### src/rtl/seven_seg_scan_ctrl_pkg.sv
// Shared segment encodings and display-value types for the multiplexed 4-digit display.
// Segment vectors are ordered {a,b,c,d,e,f,g} and are active-low.
package seven_seg_scan_ctrl_pkg;

    localparam int NUM_DIGITS = 4;

    localparam logic [6:0] SEG_BLANK = 7'b1111111;
    localparam logic [3:0] AN_OFF    = 4'b1111;

    localparam logic [6:0] GLYPH_0 = 7'b0000001;
    localparam logic [6:0] GLYPH_1 = 7'b1001111;
    localparam logic [6:0] GLYPH_2 = 7'b0010010;
    localparam logic [6:0] GLYPH_3 = 7'b0000110;
    localparam logic [6:0] GLYPH_4 = 7'b1001100;
    localparam logic [6:0] GLYPH_5 = 7'b0100100;
    localparam logic [6:0] GLYPH_6 = 7'b0100000;
    localparam logic [6:0] GLYPH_7 = 7'b0001111;
    localparam logic [6:0] GLYPH_8 = 7'b0000000;
    localparam logic [6:0] GLYPH_9 = 7'b0000100;
    localparam logic [6:0] GLYPH_A = 7'b0001000;
    localparam logic [6:0] GLYPH_B = 7'b1100000;
    localparam logic [6:0] GLYPH_C = 7'b0110001;
    localparam logic [6:0] GLYPH_D = 7'b1000010;
    localparam logic [6:0] GLYPH_E = 7'b0110000;
    localparam logic [6:0] GLYPH_F = 7'b0111000;

    typedef struct packed {
        logic [15:0] digits;
        logic [3:0]  dp;
    } dispValue_t;

    // Active-low one-cold anode pattern for a digit slot.
    function automatic logic [3:0] anodeFor(input logic [1:0] idx);
        return ~(4'b0001 << idx);
    endfunction

endpackage

### src/rtl/seven_seg_decoder.sv
// Purely combinational hex-to-seven-segment decoder, active-low {a..g} output.
module seven_seg_decoder
    import seven_seg_scan_ctrl_pkg::*;
(
    input  logic [3:0] hexDigit,
    output logic [6:0] segments
);

    always_comb begin
        segments = SEG_BLANK;
        case (hexDigit)
            4'h0: segments = GLYPH_0;
            4'h1: segments = GLYPH_1;
            4'h2: segments = GLYPH_2;
            4'h3: segments = GLYPH_3;
            4'h4: segments = GLYPH_4;
            4'h5: segments = GLYPH_5;
            4'h6: segments = GLYPH_6;
            4'h7: segments = GLYPH_7;
            4'h8: segments = GLYPH_8;
            4'h9: segments = GLYPH_9;
            4'hA: segments = GLYPH_A;
            4'hB: segments = GLYPH_B;
            4'hC: segments = GLYPH_C;
            4'hD: segments = GLYPH_D;
            4'hE: segments = GLYPH_E;
            4'hF: segments = GLYPH_F;
            default: segments = SEG_BLANK;
        endcase
    end

endmodule

### src/rtl/seven_seg_scan_ctrl.sv
// Time-multiplexed 4-digit seven-segment scanner with shadowed, frame-synchronous value
// updates, dead-time blanking between slots and optional leading-zero suppression.
module seven_seg_scan_ctrl
    import seven_seg_scan_ctrl_pkg::*;
#(
    parameter int TICK_DIV = 50000
) (
    input  logic        clk,
    input  logic        rst_n,
    input  logic        en,
    input  logic        load,
    input  logic [15:0] din,
    input  logic [3:0]  dp_in,
    input  logic        blank_lz,
    output logic        load_ack,
    output logic        frame_done,
    output logic [3:0]  an,
    output logic        segA,
    output logic        segB,
    output logic        segC,
    output logic        segD,
    output logic        segE,
    output logic        segF,
    output logic        segG,
    output logic        segDP
);

    localparam int               CNT_W    = $clog2(TICK_DIV);
    localparam logic [CNT_W-1:0] CNT_LAST = CNT_W'(TICK_DIV - 1);

    logic [CNT_W-1:0] prescale;
    logic [1:0]       digitIdx;
    logic             tick;
    logic             frameBoundary;
    dispValue_t       active;
    dispValue_t       shadow;
    dispValue_t       incoming;
    logic             pending;
    logic [3:0]       activeDigit;
    logic             activeDp;
    logic             blankDigit;
    logic [6:0]       decodedSeg;
    logic [6:0]       segReg;
    logic [3:0]       anReg;
    logic             dpReg;

    assign tick          = en && (prescale == CNT_LAST);
    assign frameBoundary = tick && (digitIdx == 2'd3);
    assign incoming      = '{digits: din, dp: dp_in};

    // Slot timing: disabling the scan parks it at digit 0 with a fresh prescale count.
    always_ff @(posedge clk or negedge rst_n) begin
        if (!rst_n) begin
            prescale <= '0;
            digitIdx <= '0;
        end else if (!en) begin
            prescale <= '0;
            digitIdx <= '0;
        end else if (tick) begin
            prescale <= '0;
            digitIdx <= digitIdx + 2'd1;
        end else begin
            prescale <= prescale + 1'b1;
        end
    end

    // Shadow/active handoff only at a frame boundary so a frame never mixes two values.
    always_ff @(posedge clk or negedge rst_n) begin
        if (!rst_n) begin
            active     <= '0;
            shadow     <= '0;
            pending    <= 1'b0;
            load_ack   <= 1'b0;
            frame_done <= 1'b0;
        end else begin
            load_ack   <= 1'b0;
            frame_done <= frameBoundary;
            if (frameBoundary && load) begin
                active   <= incoming;
                shadow   <= incoming;
                pending  <= 1'b0;
                load_ack <= 1'b1;
            end else if (frameBoundary && pending) begin
                active   <= shadow;
                pending  <= 1'b0;
                load_ack <= 1'b1;
            end else if (load) begin
                shadow  <= incoming;
                pending <= 1'b1;
            end
        end
    end

    assign activeDigit = active.digits[{digitIdx, 2'b00} +: 4];
    assign activeDp    = active.dp[digitIdx];

    // A digit is a leading zero only when it and every more significant digit are zero.
    always_comb begin
        blankDigit = 1'b0;
        case (digitIdx)
            2'd3:    blankDigit = (active.digits[15:12] == 4'h0);
            2'd2:    blankDigit = (active.digits[15:8] == 8'h0);
            2'd1:    blankDigit = (active.digits[15:4] == 12'h0);
            default: blankDigit = 1'b0;
        endcase
        blankDigit = blankDigit & blank_lz;
    end

    seven_seg_decoder uDecoder (
        .hexDigit (activeDigit),
        .segments (decodedSeg)
    );

    // The tick cycle loads all-off, giving one dead cycle before the next digit lights.
    always_ff @(posedge clk or negedge rst_n) begin
        if (!rst_n) begin
            anReg  <= AN_OFF;
            segReg <= SEG_BLANK;
            dpReg  <= 1'b1;
        end else if (!en || tick) begin
            anReg  <= AN_OFF;
            segReg <= SEG_BLANK;
            dpReg  <= 1'b1;
        end else begin
            anReg  <= anodeFor(digitIdx);
            segReg <= blankDigit ? SEG_BLANK : decodedSeg;
            dpReg  <= ~activeDp;
        end
    end

    assign an = anReg;
    assign {segA, segB, segC, segD, segE, segF, segG} = segReg;
    assign segDP = dpReg;

endmodule

### config.mk
export PLATFORM = sky130hd
export DESIGN_NAME = seven_seg_scan_ctrl
export DESIGN_NICKNAME = d
export VERILOG_FILES = /design/src/rtl/seven_seg_scan_ctrl_pkg.sv /design/src/rtl/seven_seg_decoder.sv /design/src/rtl/seven_seg_scan_ctrl.sv
export SDC_FILE = /design/constraint.sdc
export NUM_CORES = 1
export LEC_CHECK = 0
export ABC_AREA = 1
export CORE_AREA = 8 8 91 93
export DETAILED_ROUTE_END_ITERATION = 8
export DIE_AREA = 0 0 99 101
export GPL_ROUTABILITY_DRIVEN = 0
export HOLD_SLACK_MARGIN = 0.08
export PLACE_DENSITY = 0.85
export SYNTH_ARGS = -nofsm -noshare
export SYNTH_HDL_FRONTEND = slang
export SYNTH_SLANG_ARGS = --single-unit
### constraint.sdc
create_clock -name clk -period 2.2 [get_ports clk]
set_input_delay 0.33 -clock clk [delete_from_list [all_inputs] [get_ports clk]]
set_output_delay 0.33 -clock clk [all_outputs]
set_load 0.05 [all_outputs]
[Yosys cells after proc, flatten, opt, wreduce, memory -nomap -nowiden]
Memory sizes are Yosys's and may differ from the RTL's.
Index checks and enable logic that the tools add are counted.
Word-level totals
  bits in registers: 73
  bits in read-only memories: 112
  input bits: 25
  output and inout port bits: 14
  logic and storage cells: 61
  memories: 1
Memories
  (no name shown): depth 16, width 7, read ports 1, clocked after memory_dff 0, write ports 0, RTL line seven_seg_decoder.sv:11  | case (hexDigit)
Operators by class
  add/sub/neg operators: 2
  $lt $le $gt $ge: 1
  equality and inequality tests: 6
  shift-type cells: 2
  muxes and demuxes: 21
  bitwise operators: 3
  reduce and logical (&&, ||, !) cells: 13
Operators by type and width (count)
  $mux 20: 5
  $mux 16: 2
  $add 16x1->16 const B: 1
  $eq 16x16->1 const B: 1
  $shiftx 16x5->4: 1
  $mux 7: 2
  $logic_not 12->1: 1
  $logic_not 8->1: 1
  $mux 1: 7
  $eq 2x2->1 const B: 2
  $logic_and 1x1->1: 4
  $logic_not 4->1: 1
  $mux 2: 2
  $mux 4: 1
  $not 4->4: 1
  $reduce_bool 2->1: 2
  $shl 1x2->4 const A: 1
  $lt 2x3->1 const B: 1
  $pmux 1 s3: 1
  $reduce_bool 3->1: 1
  $add 2x1->2 const B: 1
  $bmux 1 s2: 1
  $eq 2x1->1 const B: 1
  $ne 2x1->1 const B: 1
  6 further kinds: 6

[Depth between registers and ports, before layout]
  depth after elaboration: 6
  depth in mapped cells: 11
  depth with buffers taken out: 10

[By module]
Synthesis repeated with hierarchy kept, for this count alone.
Second synthesis, totals
  cell total of the unflattened synthesis: 469
  area total of the unflattened synthesis: 3744.8 µm²
Modules (own cells, without submodules)
  seven_seg_scan_ctrl: instances 1, cells each 420, area each 3470.8 µm², seq. area each 1841.8 µm²
  seven_seg_decoder: instances 1, cells each 49, area each 274.0 µm², seq. area each 0.0 µm²

[Worst setup path after synthesis]
OpenSTA, ideal clock, no wires.
  kind: reg-to-reg
  from: register digitIdx[0]
  to: register segReg[3]
  setup time: 0.066 ns
  arrival: 1.584 ns
  data required time: 2.134 ns
  setup slack: 0.550 ns
  cell stages (with the launch flop): 10
  path buffers: 1
  clock period less this slack: 1.650 ns
  path through: dfrtp_1 -> buf_2 -> o21ai_0 -> nand2_1 -> nand2_1 -> inv_1 -> ha_1 -> o21ai_0 -> nand2_1 -> nand4_1
Between the ends
  cells in the longest elaborated chain, start to end: 5
  elaborated cells between the ends (all ways): 9
  classes of those cells: 3 x eq/ne; 1 x shift; 3 x mux; 1 x bitwise; 1 x memory
Ends and longest elaborated chain
  start: declaration: RTL line seven_seg_scan_ctrl.sv:32  | logic [1:0] digitIdx;
  start signal: assignment: RTL line seven_seg_scan_ctrl.sv:61  | digitIdx <= digitIdx + 2'd1;
  parallel branches: the longest is 3 deep, another holds $mem_v2 16x7
  $mux 7 *: RTL line seven_seg_scan_ctrl.sv:126  | segReg <= blankDigit ? SEG_BLANK : decodedSeg;
  $mux 7 *: RTL line seven_seg_scan_ctrl.sv:120  | end else if (!en || tick) begin
  end signal: assignment: RTL line seven_seg_scan_ctrl.sv:126
  end: declaration: RTL line seven_seg_scan_ctrl.sv:43  | logic [6:0] segReg;
Every way passes the cells marked *.
A chain may end at the register's enable or synchronous reset.

[Worst setup path after layout]
  from: register segReg[6]
  to: output segA
RTL lines
  end: declaration: RTL line seven_seg_scan_ctrl.sv:18  | output logic segA,
No word-level cell between the ends.

==> results_dict.tcl <==
set metrics [dict create \
    fin_area_um2 4390 \
    syn_nets 497 \
    finalSetupViolations 0 \
    hp-start "prescale[0]" \
    num-nets-final 537 \
    grt_pass1_vias 3127 \
    power.switching_uw 635.1 \
    r2r-end "active[13]" \
    final.period_utilization 0.9088 \
    io_buffers 38 \
    synthesis.area_um2 3679 \
    dieArea_um2 9999 \
    wl_per_cell_um 13.58 \
    antenna_found_initial 0 \
    grt_max_degree 74 \
    synthTopCellsByArea "dfrtp_1 (41%), nand2_1 (16%), dfstp_2 (8.6%), nand3_1 (7.8%), inv_1 (4.2%)" \
    synth_cell_type_count 27 \
    ys.flop_type "dfrtp_1" \
    power_density_nw_per_um2 672.2 \
    path_buf_inv 1 \
    power.leakage_uw 0.002113 \
    final-hold-violation-count 0 \
    rows 31 \
    synth_top_area_frac 0.4150 \
    relSlewSlack 0.3256 \
    clk_pin_slew_ps 70 \
    design.core.area_um2 6943 \
    critical_path_class "reg -> out" \
    path_cells "clkdlybuf4s50_1" \
    async_flop_share 1.000 \
    netlist_instances 460 \
    slowest_stage "clkdlybuf4s50_1" \
    period_minus_slack_ps 1999 \
    post_dp_cell_area_um2 4118 \
    final_antenna_net_count 0 \
    htreeDepth 3 \
    place_ws_ps 255.1 \
    drive_gt1_frac 0.1188 \
    drv_slew 0 \
    synth_top_area_cell "dfrtp_1" \
    drt_wl_total_um 7974 \
    syn_area_per_cell_um2 7.997 \
    ys_seq_elements 73 \
    cp_data_required_time_ps 1870 \
    drtIter0Drc 172 \
    die_height_um 101 \
    critPathArrivalTime_ps 1670 \
    ys_warn_count 0 \
    cts_root_buf "clkbuf_8" \
    p_int_uw 2316 \
    critPathMaxFanout 1 \
    area_delta_synth_final_pct 19.35 \
    fin_skew_ps 5.253 \
    critPathCaptureType "output port" \
    grt_util_all_layers 0.1750 \
    critPathMaxStageDelay_ps 800 \
    vias_per_cell 5.261 \
    io_pins 39 \
    antennaDiodeCount 0 \
    vias 3088 \
    vdd_drop_max_mv 0.3896 \
    fin_setup_tns_ps 0 \
    synth-edff-count 0 \
    start_util 0.5298 \
    dr.pass1.iters 4 \
    hold-path-cell-count 1 \
    outcome "completed" \
    min_to "prescale[0]" \
    setup_ws_ps 200.6 \
    hp-class "reg -> reg" \
    r2r_slack_ps 280 \
    grt_pass1_wl_um 14100 \
    pwr-share-comb 0.069 \
    synth.yosys.seq_area_share 0.5007 \
    numCtsBuffers 9 \
    switching_share 0.2152 \
    pwr-share-seq 0.478 \
    rr_startpoint "prescale[0]" \
    clock_latency_ps 350 \
    clock_sinks 73 \
    clockBufferDepth 2 \
    rsz0062_at_grt "false" \
    hpwl_um 5897 \
    timing.critical_path.max_delay_family "buffers and inverters" \
    rr_worst_depth 8 \
    worstSetupStartpointType "flip-flop" \
    max_freq_mhz 500.1 \
    drc 0 \
    clock_power_share 0.453 \
    die_w_um 99 \
    tritoncts "done" \
    tightest_slew_ps 1008 \
    overflow 0 \
    drv_cap 0 \
]
-- power by group through the flow --
stage	logic, uW	registers, uW	clock network, uW
floorplan	70.2	1460	0
global placement	199	1430	0
detailed placement	204	1440	0
CTS	206	1410	1360
global route	228	1420	1410
finish	202	1410	1340
-- metrics by stage --
stage / utilization / hold slack [ps] / total power [uW] / instances
after floorplan: - / 34.41 / 1527 / 460
after global placement: 0.5931 / 380.1 / 1633 / 570
after detailed placement: 0.5931 / 385.6 / 1640 / 570
after CTS: 0.6324 / 463.0 / 2977 / 587
after global routing: 0.6324 / 495.7 / 3054 / 587
final: 0.6324 / 461.0 / 2951 / 587
-- cells in the mapped netlist, types with 3 or more instances --
| library cell | n |
|---|---|
| a21oi_1 | 9 |
| buf_2 | 5 |
| buf_6 | 3 |
| clkbuf_1 | 6 |
| dfrtp_1 | 61 |
| dfstp_2 | 12 |
| ha_1 | 12 |
| inv_1 | 41 |
| inv_2 | 4 |
| nand2_1 | 154 |
| nand2_2 | 14 |
| nand3_1 | 57 |
| nand4_1 | 5 |
| nor2_1 | 31 |
| nor2_2 | 3 |
| nor3_1 | 10 |
| o21ai_0 | 18 |
-- cell families after synthesis --
kind of cell             after synthesis  synth area share
AND/OR/NAND/NOR                      282            0.3395
flip-flops                            73            0.5007
buffers and inverters                 59           0.06802
AO/OA/AOI/OAI                         31           0.04388
adder cells (fa/ha/maj)               12           0.04082
XOR/XNOR                               3          0.007144
-- state kept, by name (all words and copies together) (netlist names) --
signal	flops
active	20
shadow	20
prescale	16
segReg	7
an	4
digitIdx	2
frame_done	1
load_ack	1
pending	1
segDP	1
-- layout make-up --
class	count	area [um^2]
clock buffer	12	165.2
clock inverter	4	97.59
fill	583	2552
tap	82	102.6
timing repair buffer	43	427.9
multi-input combinational	328	1587
sequential	73	1842
inverter	45	168.9
-- repair_timing --
action / 4_1_cts / 5_1_grt
endpoints found under the setup margin: 0 / 0
gates resized for setup: 0 / 0
hold buffers: 1 / 0
buffers inserted: 0 / 0
endpoints found under the hold margin: 61 / 0
-- placed cells by master, fill, tap and decap left out, types with 2 or more instances in the layout --
cell type	netlist	final
nor2_1	31	31
nand2_2	14	14
nor3_1	10	10
dfstp_2	12	12
clkdlybuf4s50_1	0	37
nand2_1	154	154
nor2_4	2	2
inv_2	4	4
nand4_1	5	5
a31oi_1	2	2
nand3_1	57	57
o21ai_0	18	18
nor2_2	3	3
dfrtp_1	61	61
ha_1	12	12
and3_1	2	2
bufinv_16	0	3
nand3_2	2	2
buf_4	0	3
clkbuf_8	0	12
xor2_1	2	2
a21oi_1	9	9
inv_1	41	41
-- layer usage --
metal	part of all wire	vias to the layer above	track usage
li1	-	1535	-
met2	0.49	96	0.2921
met3	0.054	21	0.04903
met1	0.43	1436	0.2055
met4	0.024	0	0.07792
met5	0	-	0
-- worst max-delay path by stage --
stage	cells past startpoint	to	slack, ps	startpoint
3_3_place_gp	4	active[16]	280	load
2_1_floorplan	9	segReg[3]	550	digitIdx[0]
5_1_grt	8	prescale[14]	80	prescale[0]
4_1_cts	1	an[0]	170	an[0]
6_report	1	segA	200	segReg[6]
3_5_place_dp	4	active[13]	260	load
Power figures use the tool's default switching activity.
